**src/rtl/fpu_cmp_sgnj_pipe.sv**
```systemverilog
// Two-stage FP non-arithmetic unit: sign injection, min/max, compares and classify.
// Stage 1 registers operands plus operand decode; stage 2 registers the result.
module fpu_cmp_sgnj_pipe #(
    parameter int unsigned EXP_W   = 5,
    parameter int unsigned FRAC_W  = 10,
    parameter int unsigned TAG_W   = 5,
    localparam int unsigned FLOAT_W = 1 + EXP_W + FRAC_W
) (
    input  logic               CLK,
    input  logic               RST,
    input  logic               flush,
    input  logic               in_valid,
    output logic               in_ready,
    input  logic [3:0]         in_op,
    input  logic [FLOAT_W-1:0] in_a,
    input  logic [FLOAT_W-1:0] in_b,
    input  logic [TAG_W-1:0]   in_tag,
    output logic               out_valid,
    input  logic               out_ready,
    output logic [FLOAT_W-1:0] out_result,
    output logic               out_nv,
    output logic [TAG_W-1:0]   out_tag
);

    localparam logic [3:0] OP_SGNJ  = 4'd0;
    localparam logic [3:0] OP_SGNJN = 4'd1;
    localparam logic [3:0] OP_SGNJX = 4'd2;
    localparam logic [3:0] OP_MIN   = 4'd3;
    localparam logic [3:0] OP_MAX   = 4'd4;
    localparam logic [3:0] OP_EQ    = 4'd5;
    localparam logic [3:0] OP_LT    = 4'd6;
    localparam logic [3:0] OP_LE    = 4'd7;
    localparam logic [3:0] OP_CLASS = 4'd8;

    localparam logic [FLOAT_W-1:0] CANON_NAN =
        {1'b0, {EXP_W{1'b1}}, 1'b1, {(FRAC_W-1){1'b0}}};

    // One-hot class: -inf,-norm,-sub,-0,+0,+sub,+norm,+inf,sNaN,qNaN
    function automatic logic [9:0] classify(input logic [FLOAT_W-1:0] x);
        logic [9:0] cls;
        logic       sign, exp_ones, exp_zero, frac_zero, qbit, normal;
        sign      = x[FLOAT_W-1];
        exp_ones  = &x[FLOAT_W-2:FRAC_W];
        exp_zero  = ~|x[FLOAT_W-2:FRAC_W];
        frac_zero = ~|x[FRAC_W-1:0];
        qbit      = x[FRAC_W-1];
        normal    = !exp_ones && !exp_zero;
        cls    = '0;
        cls[0] =  sign && exp_ones && frac_zero;
        cls[1] =  sign && normal;
        cls[2] =  sign && exp_zero && !frac_zero;
        cls[3] =  sign && exp_zero && frac_zero;
        cls[4] = !sign && exp_zero && frac_zero;
        cls[5] = !sign && exp_zero && !frac_zero;
        cls[6] = !sign && normal;
        cls[7] = !sign && exp_ones && frac_zero;
        cls[8] =  exp_ones && !frac_zero && !qbit;
        cls[9] =  exp_ones && qbit;
        return cls;
    endfunction

    logic               s1_valid_q, s2_valid_q;
    logic [3:0]         s1_op_q;
    logic [TAG_W-1:0]   s1_tag_q, out_tag_q;
    logic [FLOAT_W-1:0] s1_a_q, s1_b_q, out_result_q, res_d;
    logic [9:0]         s1_acls_q, acls_d;
    logic               s1_bnan_q, s1_bsnan_q, s1_bzero_q;
    logic               bnan_d, bsnan_d, bzero_d;
    logic               out_nv_q, nv_d;
    logic               s1_en, s2_en;

    assign s2_en    = !s2_valid_q || out_ready;
    assign s1_en    = !s1_valid_q || s2_en;
    assign in_ready = s1_en;

    assign acls_d  = classify(in_a);
    assign bnan_d  = (&in_b[FLOAT_W-2:FRAC_W]) && (|in_b[FRAC_W-1:0]);
    assign bsnan_d = bnan_d && !in_b[FRAC_W-1];
    assign bzero_d = ~|in_b[FLOAT_W-2:0];

    // Pipeline registers; flush wins over every transfer
    always_ff @(posedge CLK or posedge RST) begin
        if (RST) begin
            s1_valid_q   <= 1'b0;
            s2_valid_q   <= 1'b0;
            s1_op_q      <= '0;
            s1_tag_q     <= '0;
            s1_a_q       <= '0;
            s1_b_q       <= '0;
            s1_acls_q    <= '0;
            s1_bnan_q    <= 1'b0;
            s1_bsnan_q   <= 1'b0;
            s1_bzero_q   <= 1'b0;
            out_result_q <= '0;
            out_nv_q     <= 1'b0;
            out_tag_q    <= '0;
        end else if (flush) begin
            s1_valid_q <= 1'b0;
            s2_valid_q <= 1'b0;
        end else begin
            if (s1_en) begin
                s1_valid_q <= in_valid;
            end
            if (s1_en && in_valid) begin
                s1_op_q    <= in_op;
                s1_tag_q   <= in_tag;
                s1_a_q     <= in_a;
                s1_b_q     <= in_b;
                s1_acls_q  <= acls_d;
                s1_bnan_q  <= bnan_d;
                s1_bsnan_q <= bsnan_d;
                s1_bzero_q <= bzero_d;
            end
            if (s2_en) begin
                s2_valid_q <= s1_valid_q;
            end
            if (s2_en && s1_valid_q) begin
                out_result_q <= res_d;
                out_nv_q     <= nv_d;
                out_tag_q    <= s1_tag_q;
            end
        end
    end

    logic a_sign, b_sign, a_nan, a_snan, a_zero, any_nan, any_snan, both_zero;
    logic a_lt_b, a_eq_b;

    assign a_sign    = s1_a_q[FLOAT_W-1];
    assign b_sign    = s1_b_q[FLOAT_W-1];
    assign a_nan     = s1_acls_q[8] || s1_acls_q[9];
    assign a_snan    = s1_acls_q[8];
    assign a_zero    = s1_acls_q[3] || s1_acls_q[4];
    assign any_nan   = a_nan || s1_bnan_q;
    assign any_snan  = a_snan || s1_bsnan_q;
    assign both_zero = a_zero && s1_bzero_q;
    assign a_eq_b    = (s1_a_q == s1_b_q);

    // Sign-magnitude ordering; -0 sorts below +0 here, compares mask that out
    always_comb begin
        a_lt_b = 1'b0;
        if (a_sign != b_sign) begin
            a_lt_b = a_sign;
        end else if (!a_sign) begin
            a_lt_b = s1_a_q[FLOAT_W-2:0] < s1_b_q[FLOAT_W-2:0];
        end else begin
            a_lt_b = s1_a_q[FLOAT_W-2:0] > s1_b_q[FLOAT_W-2:0];
        end
    end

    always_comb begin
        res_d = '0;
        nv_d  = 1'b0;
        case (s1_op_q)
            OP_SGNJ:  res_d = {b_sign, s1_a_q[FLOAT_W-2:0]};
            OP_SGNJN: res_d = {!b_sign, s1_a_q[FLOAT_W-2:0]};
            OP_SGNJX: res_d = {a_sign ^ b_sign, s1_a_q[FLOAT_W-2:0]};
            OP_MIN, OP_MAX: begin
                nv_d = any_snan;
                if (a_nan && s1_bnan_q) begin
                    res_d = CANON_NAN;
                end else if (a_nan) begin
                    res_d = s1_b_q;
                end else if (s1_bnan_q) begin
                    res_d = s1_a_q;
                end else if (s1_op_q == OP_MIN) begin
                    res_d = a_lt_b ? s1_a_q : s1_b_q;
                end else begin
                    res_d = a_lt_b ? s1_b_q : s1_a_q;
                end
            end
            OP_EQ: begin
                nv_d  = any_snan;
                res_d = FLOAT_W'(!any_nan && (a_eq_b || both_zero));
            end
            OP_LT: begin
                nv_d  = any_nan;
                res_d = FLOAT_W'(!any_nan && !both_zero && a_lt_b);
            end
            OP_LE: begin
                nv_d  = any_nan;
                res_d = FLOAT_W'(!any_nan && (both_zero || a_eq_b || a_lt_b));
            end
            OP_CLASS: res_d = FLOAT_W'(s1_acls_q);
            default: begin
                res_d = CANON_NAN;
                nv_d  = 1'b1;
            end
        endcase
    end

    assign out_valid  = s2_valid_q;
    assign out_result = out_result_q;
    assign out_nv     = out_nv_q;
    assign out_tag    = out_tag_q;

endmodule
```
**config.mk**
```make
export PLATFORM = sky130hd
export DESIGN_NAME = fpu_cmp_sgnj_pipe
export DESIGN_NICKNAME = d
export VERILOG_FILES = /design/src/rtl/fpu_cmp_sgnj_pipe.sv
export SDC_FILE = /design/constraint.sdc
export NUM_CORES = 1
export LEC_CHECK = 0
export BUFFER_PORTS_ARGS = -buffer_cell sky130_fd_sc_hd__buf_2
export CAP_MARGIN = 20
export CORE_MARGIN = 8
export CORE_UTILIZATION = 60
export CTS_CLUSTER_DIAMETER = 100
export CTS_CLUSTER_SIZE = 24
export DETAILED_ROUTE_END_ITERATION = 10
export PLACE_DENSITY = 0.85
export SYNTH_ARGS = -nofsm -noshare
export SYNTH_HDL_FRONTEND = slang
export SYNTH_SLANG_ARGS = --single-unit
```
**constraint.sdc**
```tcl
create_clock -name CLK -period 6.5 [get_ports CLK]
set_input_delay 0.325 -clock CLK [delete_from_list [all_inputs] [get_ports CLK]]
set_output_delay 0.325 -clock CLK [all_outputs]
set_load 0.02 [all_outputs]
```
Word-level counts from Yosys, hierarchy flattened. Cells that the tools add are included.

Register bits after elaboration: 78. Input bits: 46. Output and inout bits: 24. Word-level logic and storage cells: 102.

Magnitude comparators: 2. Equal/unequal tests: 10. Mux-type cells: 14. Bitwise gates (word level): 2. Reduce and logical (&&, ||, !) cells: 61.

Operators with widths (number): 16-bit one-hot mux with 8 select lines (1); 16-bit two-way mux (6); 1-bit logical AND (26); 10-bit OR reduction (2); 16-bit equality test (1); 4-bit by 3-bit equality test with 1-bit output (second input constant) (4); 15-bit > comparator (1); 15-bit less-than comparator (1); 15-bit OR reduction (1); 1-bit logical NOT (12); 5-bit AND reduction (2); 4-bit by 2-bit equality test with 1-bit output (second input constant) (2); 1-bit logical OR (8); 1-bit two-way mux (6); 5-bit OR reduction (1); 4-bit by 1-bit equality test with 1-bit output (second input constant) (1); 4-bit equality test (second input constant) (1); 4-bit logical NOT (1); 2-bit AND reduction (2); 2-bit nonzero test (2); 2-bit OR reduction (2); 4-bit OR reduction (1); 1-bit one-hot mux with 3 select lines (1); 3-bit OR reduction (1); 3 further kinds (3).

Longest topological paths before layout. Gate-level depths: netlist of the first run.

Depth after elaboration: 9. Mapped depth: 9. Depth with buffers taken out: 9.

Worst setup path after synthesis of the first run. Ideal clock, no wire load.

Kind: register to register. Start point: reg s1_a_q[15]. End point: reg out_result_q[1] (netlist: out_result[1]). Setup time: 0.126 ns. Arrival time: 2.364 ns. Required time: 6.374 ns. Path slack: 4.010 ns. Stages on the path, launching flop included: 10. Path buffers: 0. Clock period less this slack: 2.490 ns. Path through: dfrtp_1 -> inv_1 -> ha_1 -> nand4b_1 -> or4_4 -> nand3_2 -> a21oi_2 -> a211o_4 -> a31o_2 -> a221o_1.

Longest elaborated chain between the ends: 8. Elaborated cells on any way between the ends: 10. Classes of those cells: eq/ne (1); mux (9).

RTL lines: start: declaration (line 65) `logic [FLOAT_W-1:0] s1_a_q, s1_b_q, out_result_q, res_d;`; start signal: assignment (line 107) `s1_a_q <= in_a;`; 1-bit two-way mux / 1-bit inequality test (equally long branches) (line 143, 141); 1-bit two-way mux (*) (line 141) `if (a_sign != b_sign) begin`; 16-bit two-way mux (on tied branches) (line 168, 166); 16-bit two-way mux (*) (line 165) `end else if (s1_op_q == OP_MIN) begin`; 16-bit two-way mux (*) (line 163) `end else if (s1_bnan_q) begin`; 16-bit two-way mux (*) (line 161) `end else if (a_nan) begin`; 16-bit two-way mux (*) (line 159) `if (a_nan && s1_bnan_q) begin`; 16-bit one-hot mux with 8 select lines (*) (line 153) `case (s1_op_q)`; end signal: assignment (line 118) `out_result_q <= res_d;`; end: declaration (line 65).

Every way passes the cells marked *; elsewhere a longest branch is shown, timed or not. A chain may end at the register's enable or synchronous reset.

Worst setup path after layout of the first run.
Start point: reg s1_a_q[15]. End point: reg out_result_q[11] (netlist: out_result[11]).

Same word-level chain as after synthesis.

==> out/results.ini, run 1 <==
[drt]
wl_per_cell_um = 19.3
drt_first_iter_violations = 290
ant_nets = 0
vias_per_cell = 6.27
remaining_drc_errors = 0
routed_wl_mm = 11.2
firstDrtPassIters = 5
vias = 3654

[logic_synthesis]
synth_edf_count = 0
syn_area_um2 = 3980
ys_types = 52
avgSynthCellArea_um2 = 9.11
syn_nets = 500
synthCells = 437
ys_ff_latch = 78
ys_warn_count = 0
ys_seq_area_frac = 0.490
synth_ff_type = dfrtp_1
synthArstFlopShare = 1.00

[cells_and_area]
fillers = 498
final_cells = 583
drive_gt1_frac = 0.200
syn2layout_area_growth_pct = 14.7
fin_util = 0.715
n_antenna_cell = 0
nets = 565
stdcell_area_um2 = 4570

[placement]
dpl-instance-area_um2 = 4370
gp_congestion = 0.947
placed_cells = 567
place_ws_ns = 3.76
dp_hpwl_mm = 7.93
port_buffers = 69

[sta]
worst-slew-pin-transition_ns = 0.989
drv_slew = 0
clock.fmax_ghz = 0.357
hold_ws_ns = 0.158
skew_ns = 0.00974
finalHoldViolCount = 0
rsz0062_at_grt = no
fin_ws_ns = 3.70
slew_headroom = 0.340
finalCritPeriodShare = 0.431
setup_violations = 0
setup_tns_ns = 0
period_minus_slack_ns = 2.80

[cts]
post_cts_resized = 0
cts_buffer_depth = 2
postCtsSetupBuffers = 0
clockRootBuffer = clkbuf_8
cts-htree-levels = 3
cts_made_buffers = 9
cts_tree = yes
cts_hold_buf = 0
clkLatencyLatePin_ns = 0.35
clk_pin_slew_ns = 0.08
cts.sinks = 78

[critical_path]
crit_start = s1_a_q[15]$_DFFE_PP0P_
rrSetupSlack_ns = 3.70
critPathMaxFanout = 6
r2r_cells = 9
start_kind = register
arrival_ns = 3.01
critPathRequiredTime_ns = 6.70
end_kind = register
crit_type = reg -> reg
r2r-end = out_result[11]$_DFFE_PP0P_
timing.rr.start = s1_a_q[15]$_DFFE_PP0P_

[global_routing]
grt_pass1_vias = 3705
grt_overflow = 0
grt_pass1_wl_mm = 18.4
grt_usage = 0.239
grt_max_degree = 79
grtUsageMet3 = 0.0512
top_usage_layer = met2
met1_usage = 0.315
antenna_found_initial = 0
use_met2 = 0.377

[run]
maxCapViolations = 0

[floorplan]
die_h_um = 97.5
initial_utilization = 0.624
rows = 29
num_io_pins = 70
dieArea_um2 = 9500
core_um2 = 6390
die_x_um = 97.5

[worst_hold_path]
min_path_type = in -> reg
min_path_cells = 3
min_to = s1_tag_q[4]$_DFFE_PP0P_
min_from = in_tag[4]

[power_and_ir_drop]
irDropWorstVdd_mv = 0.219
leakagePower_nw = 2.25
power.density_nw_per_um2 = 291
finalPower_mw = 1.33

[run_status]
outcome = completed

-- per-layer routing --
layer / vias to the layer above / share of wire
li1: 1672 / -
met1: 1765 / 0.43
met2: 197 / 0.47
met5: - / 0
met4: 0 / 0.018
met3: 20 / 0.089
-- layout by cell type (no fill, tap or decap), drive strengths merged, types with 4 or more instances in the layout --
| cell type | synthesis | layout |
|---|---|---|
| inv | 25 | 25 |
| nor3 | 5 | 5 |
| o21ai | 36 | 36 |
| buf | 5 | 73 |
| ha | 17 | 17 |
| o31ai | 5 | 5 |
| a221oi | 7 | 7 |
| clkbuf | 14 | 11 |
| nand3b | 5 | 5 |
| nor2 | 27 | 27 |
| dfrtp | 78 | 78 |
| a22o | 9 | 9 |
| nand4 | 6 | 6 |
| a21oi | 13 | 13 |
| o41ai | 4 | 4 |
| a22oi | 5 | 5 |
| nand3 | 6 | 6 |
| a211oi | 4 | 4 |
| nand2 | 121 | 121 |
| nor4 | 5 | 5 |
| a221o | 9 | 9 |
-- state kept, by name (all words and copies together) (netlist names), 4 cells and up --
signal and count:
out_tag 5, s1_a_q 16, out_result 16, s1_acls_q 10
s1_b_q 16, s1_op_q 4, s1_tag_q 5
-- where the power goes --
| group | internal (mW) | switching (mW) | total (mW) |
|---|---|---|---|
| Clock | 0.185 | 0.175 | 0.360 |
| Sequential | 0.557 | 0.0622 | 0.619 |
| Combinational | 0.138 | 0.214 | 0.352 |
-- cells by family after synthesis --
family | after synthesis | synth area share
simple gates | 190 | 0.212
compound gates | 107 | 0.200
flops | 78 | 0.490
buf+inv | 44 | 0.0421
fa+ha+maj | 17 | 0.0534
mux | 1 | 0.00251
-- worst max path at each step --
stage,endpoint,depth (start not counted)
after CTS,out_result[4]$_DFFE_PP0P_,9
after detailed placement,out_result[11]$_DFFE_PP0P_,9
after floorplan,out_result[1]$_DFFE_PP0P_,9
after global routing,out_result[11]$_DFFE_PP0P_,9
after global placement,out_result[13]$_DFFE_PP0P_,9
final,out_result[11]$_DFFE_PP0P_,9
-- critical path, cell delays in order (launching register included) --
cell,delay (ns)
dfrtp_1,0.45
inv_1,0.12
ha_1,0.34
nor2_1,0.11
o211a_1,0.16
o21a_1,0.22
a31oi_1,0.20
a211o_4,0.41
a221oi_2,0.49
a221oi_1,0.16
-- area by class of cell --
cell class	count	area, µm²	share of cell area
Sequential cell	78	1950	0.427
Multi-Input combinational cell	315	1860	0.408
Timing Repair Buffer	73	373	0.0816
Clock buffer	11	141	0.0310
Tap cell	77	96.3	0.0211
Inverter	25	93.8	0.0205
Clock inverter	4	47.5	0.0104
-- synth_stat cells (all sizes together) (2+ instances only) --
library cell / instances / area (µm²)
nor4: 5 / 31.3
or2: 2 / 12.5
nor3: 5 / 25.0
dfrtp: 78 / 1950
inv: 25 / 93.8
o21a: 3 / 22.5
a22o: 9 / 78.8
a22oi: 5 / 37.5
nand4: 6 / 37.5
and4: 3 / 26.3
a221oi: 7 / 67.6
buf: 5 / 21.3
nor2: 27 / 101
a211o: 2 / 26.3
a31oi: 3 / 18.8
nand3: 6 / 35.0
or4: 3 / 26.3
ha: 17 / 213
a211oi: 4 / 42.5
nand3b: 5 / 37.5
o31ai: 5 / 51.3
o41ai: 4 / 35.0
nand2: 121 / 454
a221o: 9 / 90.1
a21oi: 13 / 68.8
o21ai: 36 / 180
clkbuf: 14 / 52.6
(Power assumes the default switching activity.)
==> run 2: changes to the inputs <==
Settings changed: ABC_AREA set to 1, CORE_UTILIZATION 60 to 57, PLACE_DENSITY 0.85 to 0.81.
Clock period 6.5 ns to 2.9 ns, I/O delays scaled along.
==> run 2 against run 1 <==
Compared with the run above:
- the flow now finishes with violations (hold timing)
- maximum frequency increased by 14%
- setup slack got worse by 3.3 ns
- final cell count increased by 28%
- register-to-register slack got worse by 3.3 ns
- first-iteration DRC count decreased by 20%
- via count increased by 8.7%
- largest cell class unchanged
- highest routed layer unchanged
==> out/results.ini, run 2 <==
[run_status]
outcome = finished with violations
violations = hold timing

[logic_synthesis]
synthTopCellsByCount = 186 x nand2_1, 78 x dfrtp_1, 76 x inv_1
yosysTopAreaCell = dfrtp_1
ys_top_cells_by_area = dfrtp_1 46%, nand2_1 16%, inv_1 6.7%
synth_xor_area_frac = 0  ; unchanged
syn_nets = 620  ; +24%
syn_area_um2 = 4240  ; +6.4%
avgSynthCellArea_um2 = 7.61  ; -16%
synthArstFlopShare = 1.00  ; unchanged
synthCells = 557  ; +27%
synth_ff_type = dfrtp_1
ys_types = 33  ; -37%
synth-adder-area-share = 0.0502  ; -0.00323
synth_edf_count = 0  ; unchanged
muxShareOfSynthArea = 0  ; -0.00251
synth-simple-area-share = 0.291  ; +0.0790
synth_top_area_frac = 0.460  ; -0.0297
synth_top_family_by_area = simple AND/OR/NAND/NOR gates
yosysMostFrequentCell = nand2_1
ys_warn_count = 0  ; unchanged
ys_ff_latch = 78  ; unchanged
ys_seq_area_frac = 0.460  ; -0.0297
synth-compound-area-share = 0.109  ; -0.0915

[floorplan]
die_x_um = 102  ; +4.9%
num_io_pins = 70  ; unchanged
die_h_um = 102  ; +4.9%
rows = 31  ; +6.9%
dieArea_um2 = 10500  ; +10%
initial_utilization = 0.588  ; -0.0360
core_um2 = 7210  ; +13%

[sta]
clock.fmax_ghz = 0.407  ; +14%
drv_slew = 0  ; unchanged
worst-slew-pin-transition_ns = 0.536  ; -0.454 ns
rsz0062_at_grt = no
finalCritPeriodShare = 0.846  ; +0.415
setup_tns_ns = 0  ; unchanged
slew_headroom = 0.642  ; +0.302
skew_ns = 0.00833  ; -0.00141 ns
finalHoldViolCount = 1  ; +1
period_minus_slack_ns = 2.45  ; -0.350 ns
hold_ws_ns = -0.000629  ; -0.159 ns
setup_violations = 0  ; unchanged

[cells_and_area]
mostFrequentLayoutCells = 186 x nand2_1, 78 x dfrtp_1, 75 x inv_1
drive_gt1_frac = 0.176  ; -0.0234
nets = 705  ; +25%
fillers = 614  ; +23%
mostFrequentLayoutCell = nand2_1
multi_input_area_um2 = 1910  ; +2.3%
syn2layout_area_growth_pct = 18.8
n_antenna_cell = 0  ; unchanged
stdcell_area_um2 = 5030  ; +10%
final_cells = 746  ; +28%
seqCellArea_um2 = 1950  ; unchanged

[cts]
postCtsSetupBuffers = 0  ; unchanged
clockRootBuffer = clkbuf_8
post_cts_resized = 0  ; unchanged
cts_hold_buf = 15  ; +15
cts_made_buffers = 9  ; unchanged
clk_pin_slew_ns = 0.08  ; about the same
cts.sinks = 78  ; unchanged
cts_buffer_depth = 2  ; unchanged
clkLatencyLatePin_ns = 0.37  ; +0.02 ns
cts-htree-levels = 3  ; unchanged
cts_tree = yes

[placement]
dpl-instance-area_um2 = 4690  ; +7.2%
placed_cells = 715  ; +26%
dp_hpwl_mm = 8.32  ; +4.9%
port_buffers = 69  ; unchanged
gp_congestion = 0.941  ; -0.63%

[drt]
drt_first_iter_violations = 231  ; -20%
ant_nets = 0  ; unchanged
firstDrtPassIters = 5  ; unchanged
routed_wl_mm = 11.1  ; -1.1%
vias = 3972  ; +8.7%
wl_per_cell_um = 14.9  ; -23%
vias_per_cell = 5.32  ; -15%
remaining_drc_errors = 0  ; unchanged

[critical_path]
slowest_delay_ns = 0.43  ; -0.06 ns
critPathRequiredTime_ns = 3.17  ; -3.53 ns
cpMostUsedCell = nand2_1
r2r_cells = 17  ; +8
end_kind = register
timing.rr.start = s1_a_q[14]$_DFFE_PP0P_
arrival_ns = 2.72  ; -0.29 ns
crit_slowest_cell = dfrtp_1
rrSetupSlack_ns = 0.45  ; -3.25 ns
critPathMaxFanout = 16  ; +10
start_kind = register
path_cells = ha_1 -> nand2_2 -> inv_1 -> nand2_1 -> nand2_1 -> a21oi_1 -> nand3_1 -> nand2_1 -> nand2_1 -> nand2_2 -> nand3_4 -> nand2_4 -> nand2_1 -> nand3_1 -> nand2_1 -> nand2_1 -> nand2_1
crit_type = reg -> reg
crit_start = s1_a_q[14]$_DFFE_PP0P_
r2r-end = out_result[6]$_DFFE_PP0P_

[worst_hold_path]
min_to = s1_a_q[8]$_DFFE_PP0P_
min_path_type = in -> reg
min_path_cells = 3  ; unchanged
min_from = in_a[8]

[power_and_ir_drop]
leakagePower_nw = 2.67  ; +18%
power.density_nw_per_um2 = 622  ; +110%
irDropWorstVdd_mv = 0.376  ; +71%

[global_routing]
antenna_found_initial = 0  ; unchanged
grt_pass1_wl_mm = 18.4  ; -0.11%
grt_overflow = 0  ; unchanged
grt_usage = 0.227  ; -0.0123
grt_max_degree = 37  ; -53%
grt_pass1_vias = 3816  ; +3.0%

[run]
maxCapViolations = 0  ; unchanged

run 2: cell count changes in the layout (fill, tap and decap cells not counted), sizes merged, moves of 4 or more:
cell and change:
nand2 +73, inv +53, nand3 +35, dlygate4sd3 +15, o21ai +13, a221o -9, a22o -9, a221oi -6
o22ai +6, a22oi -5, buf +5, o31ai -5, a211oi -4
run 2: cells by family (layout without fill, tap and decap cells):
kind of cell	count (synthesis)	in the layout
flip-flops	78	78
AND/OR/NAND/NOR	283	283
buffers and inverters	97	187
adder cells (fa/ha/maj)	17	17
AO/OA/AOI/OAI	82	82
run 2: area by class of cell:
cell class / count / area share
clock buffer: 9 / 0.0246
clock inverter: 7 / 0.0147
inverter: 78 / 0.0582
multi-input combinational: 382 / 0.378
sequential: 78 / 0.388
tap: 99 / 0.0246
timing repair buffer: 93 / 0.112
run 2: how the worst max path moves through the flow:
stage | cells after the start | end | slack (ns)
3_5_place_dp | 17 | out_result[6]$_DFFE_PP0P_ | 0.49
2_1_floorplan | 1 | out_nv$_DFFE_PP0P_ | 0.76
3_3_place_gp | 17 | out_result[6]$_DFFE_PP0P_ | 0.54
5_1_grt | 17 | out_result[7]$_DFFE_PP0P_ | 0.20
4_1_cts | 17 | out_result[6]$_DFFE_PP0P_ | 0.47
6_report | 17 | out_result[6]$_DFFE_PP0P_ | 0.45
run 2: per-layer routing:
metal | vias to the layer above | global-route usage | wire length (µm)
met4 | 0 | 0.0790 | 126
met3 | 14 | 0.0518 | 863
met5 | - | 0 | 0
li1 | 1953 | - | -
met2 | 152 | 0.350 | 4980
met1 | 1853 | 0.306 | 5140
run 2: per-stage QoR:
step           total power, mW  setup WS [ns]  utilization
2_1_floorplan             2.04          0.760            -
3_5_place_dp              2.31          0.491        0.650
6_report                  3.13          0.446        0.698
5_1_grt                   3.32          0.202        0.698
3_3_place_gp              2.28          0.543        0.650
4_1_cts                   3.13          0.466        0.698
run 2: critical path: cells and delay by family, from the launching register on:
family / cells / cell delay (ns)
adder cells (fa/ha/maj): 1 / 0.35
AND/OR/NAND/NOR: 14 / 1.34
buffers and inverters: 1 / 0.05
AO/OA/AOI/OAI: 1 / 0.18
flip-flops: 1 / 0.43
run 2: report_power, final:
| part | internal, mW | switching (mW) | leakage, nW |
|---|---|---|---|
| Sequential | 1.25 | 0.111 | 0.987 |
| Clock | 0.398 | 0.426 | 0.0879 |
| Combinational | 0.338 | 0.612 | 1.59 |
| Total | 1.98 | 1.15 | 2.67 |
==> run 3: changes to the inputs <==
Settings changed: ABC_AREA 1 to 0, CORE_UTILIZATION 57 to 51, PLACE_DENSITY 0.81 to 0.77.
Clock period 2.9 ns to 2.2 ns, I/O delays scaled along.
==> run 3 against run 2 <==
Compared with the run above:
- the run ends with setup timing left
- first-iteration DRC count decreased by 28%
- final cell count decreased by 6.2%
- setup slack got worse by 0.87 ns
- sequential cell count unchanged
- sequential power increased by 32%
- maximum frequency decreased by 6.4%
- worst hold slack improved by 0.0033 ns
- design area increased by 11%
- clock-buffer cell count increased by 1
==> out/results.ini, run 3 (same netlist as run 1, synthesis figures left out) <==
[run_status]
outcome = finished with violations
violations = setup timing

[drt]
ant_nets = 0  ; unchanged
wl_per_cell_um = 17.3  ; +16%
vias = 3895  ; -1.9%
routed_wl_mm = 12.1  ; +9.1%
drt_first_iter_violations = 167  ; -28%
wl_met2_mm = 5.73  ; +15%
wl_met1_mm = 5.37  ; +4.4%
firstDrtPassIters = 5  ; unchanged
remaining_drc_errors = 0  ; unchanged
met3_wirelength_um = 695  ; -19%
maxUsedRoutingLayer = met5
vias_per_cell = 5.56  ; +4.5%

[critical_path]
critPathMaxFanout = 8  ; -8
critPathRequiredTime_ns = 2.44  ; -0.73 ns
timing.rr.start = s1_b_q[7]$_DFFE_PP0P_
arrival_ns = 2.86  ; +0.14 ns
start_kind = register
r2r-end = out_result[3]$_DFFE_PP0P_
end_kind = register
crit_type = reg -> reg
worst-path-stages = 9  ; -8
r2r_cells = 9  ; -8
slowest_delay_ns = 0.60  ; +0.17 ns
cpLargestDelayFamily = compound AO/OA/AOI/OAI gates
crit_slowest_cell = or4_4
path_buf_inv = 1  ; unchanged
path_cells = inv_1 -> ha_1 -> nand4_1 -> or4_4 -> nand3_2 -> a21oi_2 -> a211o_4 -> a31o_4 -> a221o_1
rrSetupSlack_ns = -0.42  ; -0.87 ns

[cts]
cts_buffer_depth = 2  ; unchanged
cts.sinks = 78  ; unchanged
cts_tree = yes
clkLatencyLatePin_ns = 0.36  ; about the same
cts_made_buffers = 9  ; unchanged
clk_pin_slew_ns = 0.09  ; about the same
clockRootBuffer = clkbuf_8
cts-htree-levels = 3  ; unchanged

[sta]
skew_ns = 0.0122  ; +0.00387 ns
drv_slew = 0  ; unchanged
clock.fmax_ghz = 0.381  ; -6.4%
finalHoldViolCount = 0  ; -1
rsz0062_at_grt = yes
fin_ws_ns = -0.422  ; -0.868 ns
period_minus_slack_ns = 2.62  ; +0.168 ns
finalCritPeriodShare = 1.19  ; +0.346
setup_violations = 15  ; +15
setup_tns_ns = -5.84  ; -5.84 ns
worst-slew-pin-transition_ns = 0.595  ; +0.0590 ns
slew_headroom = 0.601  ; -0.0415

[power_and_ir_drop]
finalPower_mw = 4.20  ; +34%
power.density_nw_per_um2 = 753  ; +21%
leakagePower_nw = 2.69  ; +0.99%
irDropWorstVdd_mv = 0.384  ; +2.1%

[global_routing]
grt_pass1_vias = 3974  ; +4.1%
grt_overflow = 0  ; unchanged
grt_pass1_wl_mm = 19.5  ; +6.1%
grt_usage = 0.218  ; -0.00866
antenna_found_initial = 1  ; +1
grt_max_degree = 65  ; +76%

[worst_hold_path]
min_path_cells = 3  ; unchanged
min_path_type = in -> reg
min_from = in_a[13]
min_to = s1_a_q[13]$_DFFE_PP0P_

[floorplan]
num_io_pins = 70  ; unchanged
dieArea_um2 = 10900  ; +4.2%
die_x_um = 104  ; +2.1%
die_h_um = 104  ; +2.1%
core_um2 = 7650  ; +6.0%
rows = 32  ; +3.2%
initial_utilization = 0.521  ; -0.0668

[cells_and_area]
mostFrequentLayoutCells = 120 x nand2_1, 78 x dfrtp_1, 69 x buf_2
drive_gt1_frac = 0.309  ; +0.133
nets = 656  ; -7.0%
n_antenna_cell = 0  ; unchanged
mostFrequentLayoutCell = nand2_1
stdcell_area_um2 = 5580  ; +11%
fillers = 544  ; -11%
syn2layout_area_growth_pct = 40.1

[placement]
dp_hpwl_mm = 8.48  ; +2.0%
port_buffers = 69  ; unchanged
dpl-instance-area_um2 = 4810  ; +2.6%
gp_congestion = 0.903  ; -4.0%

[run]
maxCapViolations = 0  ; unchanged

-- run 3: cell type report --
type | count | area, µm² | share of cell area
multi-input cells | 315 | 2070 | 0.371
flip-flops and latches | 78 | 1950 | 0.350
repair buffers | 164 | 1170 | 0.210
clock buffers | 10 | 128 | 0.0229
well taps | 102 | 128 | 0.0229
inverters | 25 | 96.3 | 0.0173
clock inverters | 6 | 38.8 | 0.00695
-- run 3: worst max path at each step --
stage                           start                    endpoint  slack [ns]
2_1_floorplan  s1_a_q[13]$_DFFE_PP0P_   out_result[1]$_DFFE_PP0P_       -0.25
3_3_place_gp   s1_b_q[14]$_DFFE_PP0P_  out_result[14]$_DFFE_PP0P_       -0.40
3_5_place_dp   s1_b_q[12]$_DFFE_PP0P_  out_result[11]$_DFFE_PP0P_       -0.54
4_1_cts        s1_a_q[15]$_DFFE_PP0P_   out_result[3]$_DFFE_PP0P_       -0.42
5_1_grt        s1_b_q[13]$_DFFE_PP0P_   out_result[0]$_DFFE_PP0P_       -0.51
6_report        s1_b_q[7]$_DFFE_PP0P_   out_result[3]$_DFFE_PP0P_       -0.42
-- run 3: tightest hold or removal path, delay by kind of cell --
| kind | cells | cell delay, ns |
|---|---|---|
| AO/OA/AOI/OAI | 1 | 0.07 |
| buffers and inverters | 1 | 0.09 |
| AND/OR/NAND/NOR | 1 | 0.04 |
-- run 3: stage by stage --
step | worst slack [ns] | hold WS [ns] | cells | util
finish | -0.422 | 0.00262 | 700 | 0.730
floorplan | -0.250 | 0.176 | 437 | -
detailed placement | -0.545 | 0.193 | 637 | 0.629
global placement | -0.401 | 0.180 | 637 | 0.629
global route | -0.511 | 0.00384 | 700 | 0.730
CTS | -0.416 | 0.000140 | 694 | 0.709
-- run 3: layer usage --
| layer | vias up | GRT usage |
|---|---|---|
| li1 | 1864 | - |
| met1 | 1872 | 0.278 |
| met2 | 133 | 0.351 |
| met3 | 24 | 0.0434 |
| met4 | 2 | 0.0962 |
| met5 | - | 0 |
-- run 3: where the power goes --
group          switching [mW]  leakage (nW)  internal (mW)  total [mW]
clock network           0.541        0.0820          0.406       0.947
logic                   0.785          1.62          0.674        1.46
registers               0.151         0.991           1.64        1.80
total                    1.48          2.69           2.72        4.20
-- run 3: what timing repair did --
action,CTS,global route
endpoints found under the setup margin,15,16
setup buffers,6,6
endpoints found under the hold margin,59,0
cloned,0,0
hold buffers,35,0
gates resized for setup,11,19
pin swaps,8,28
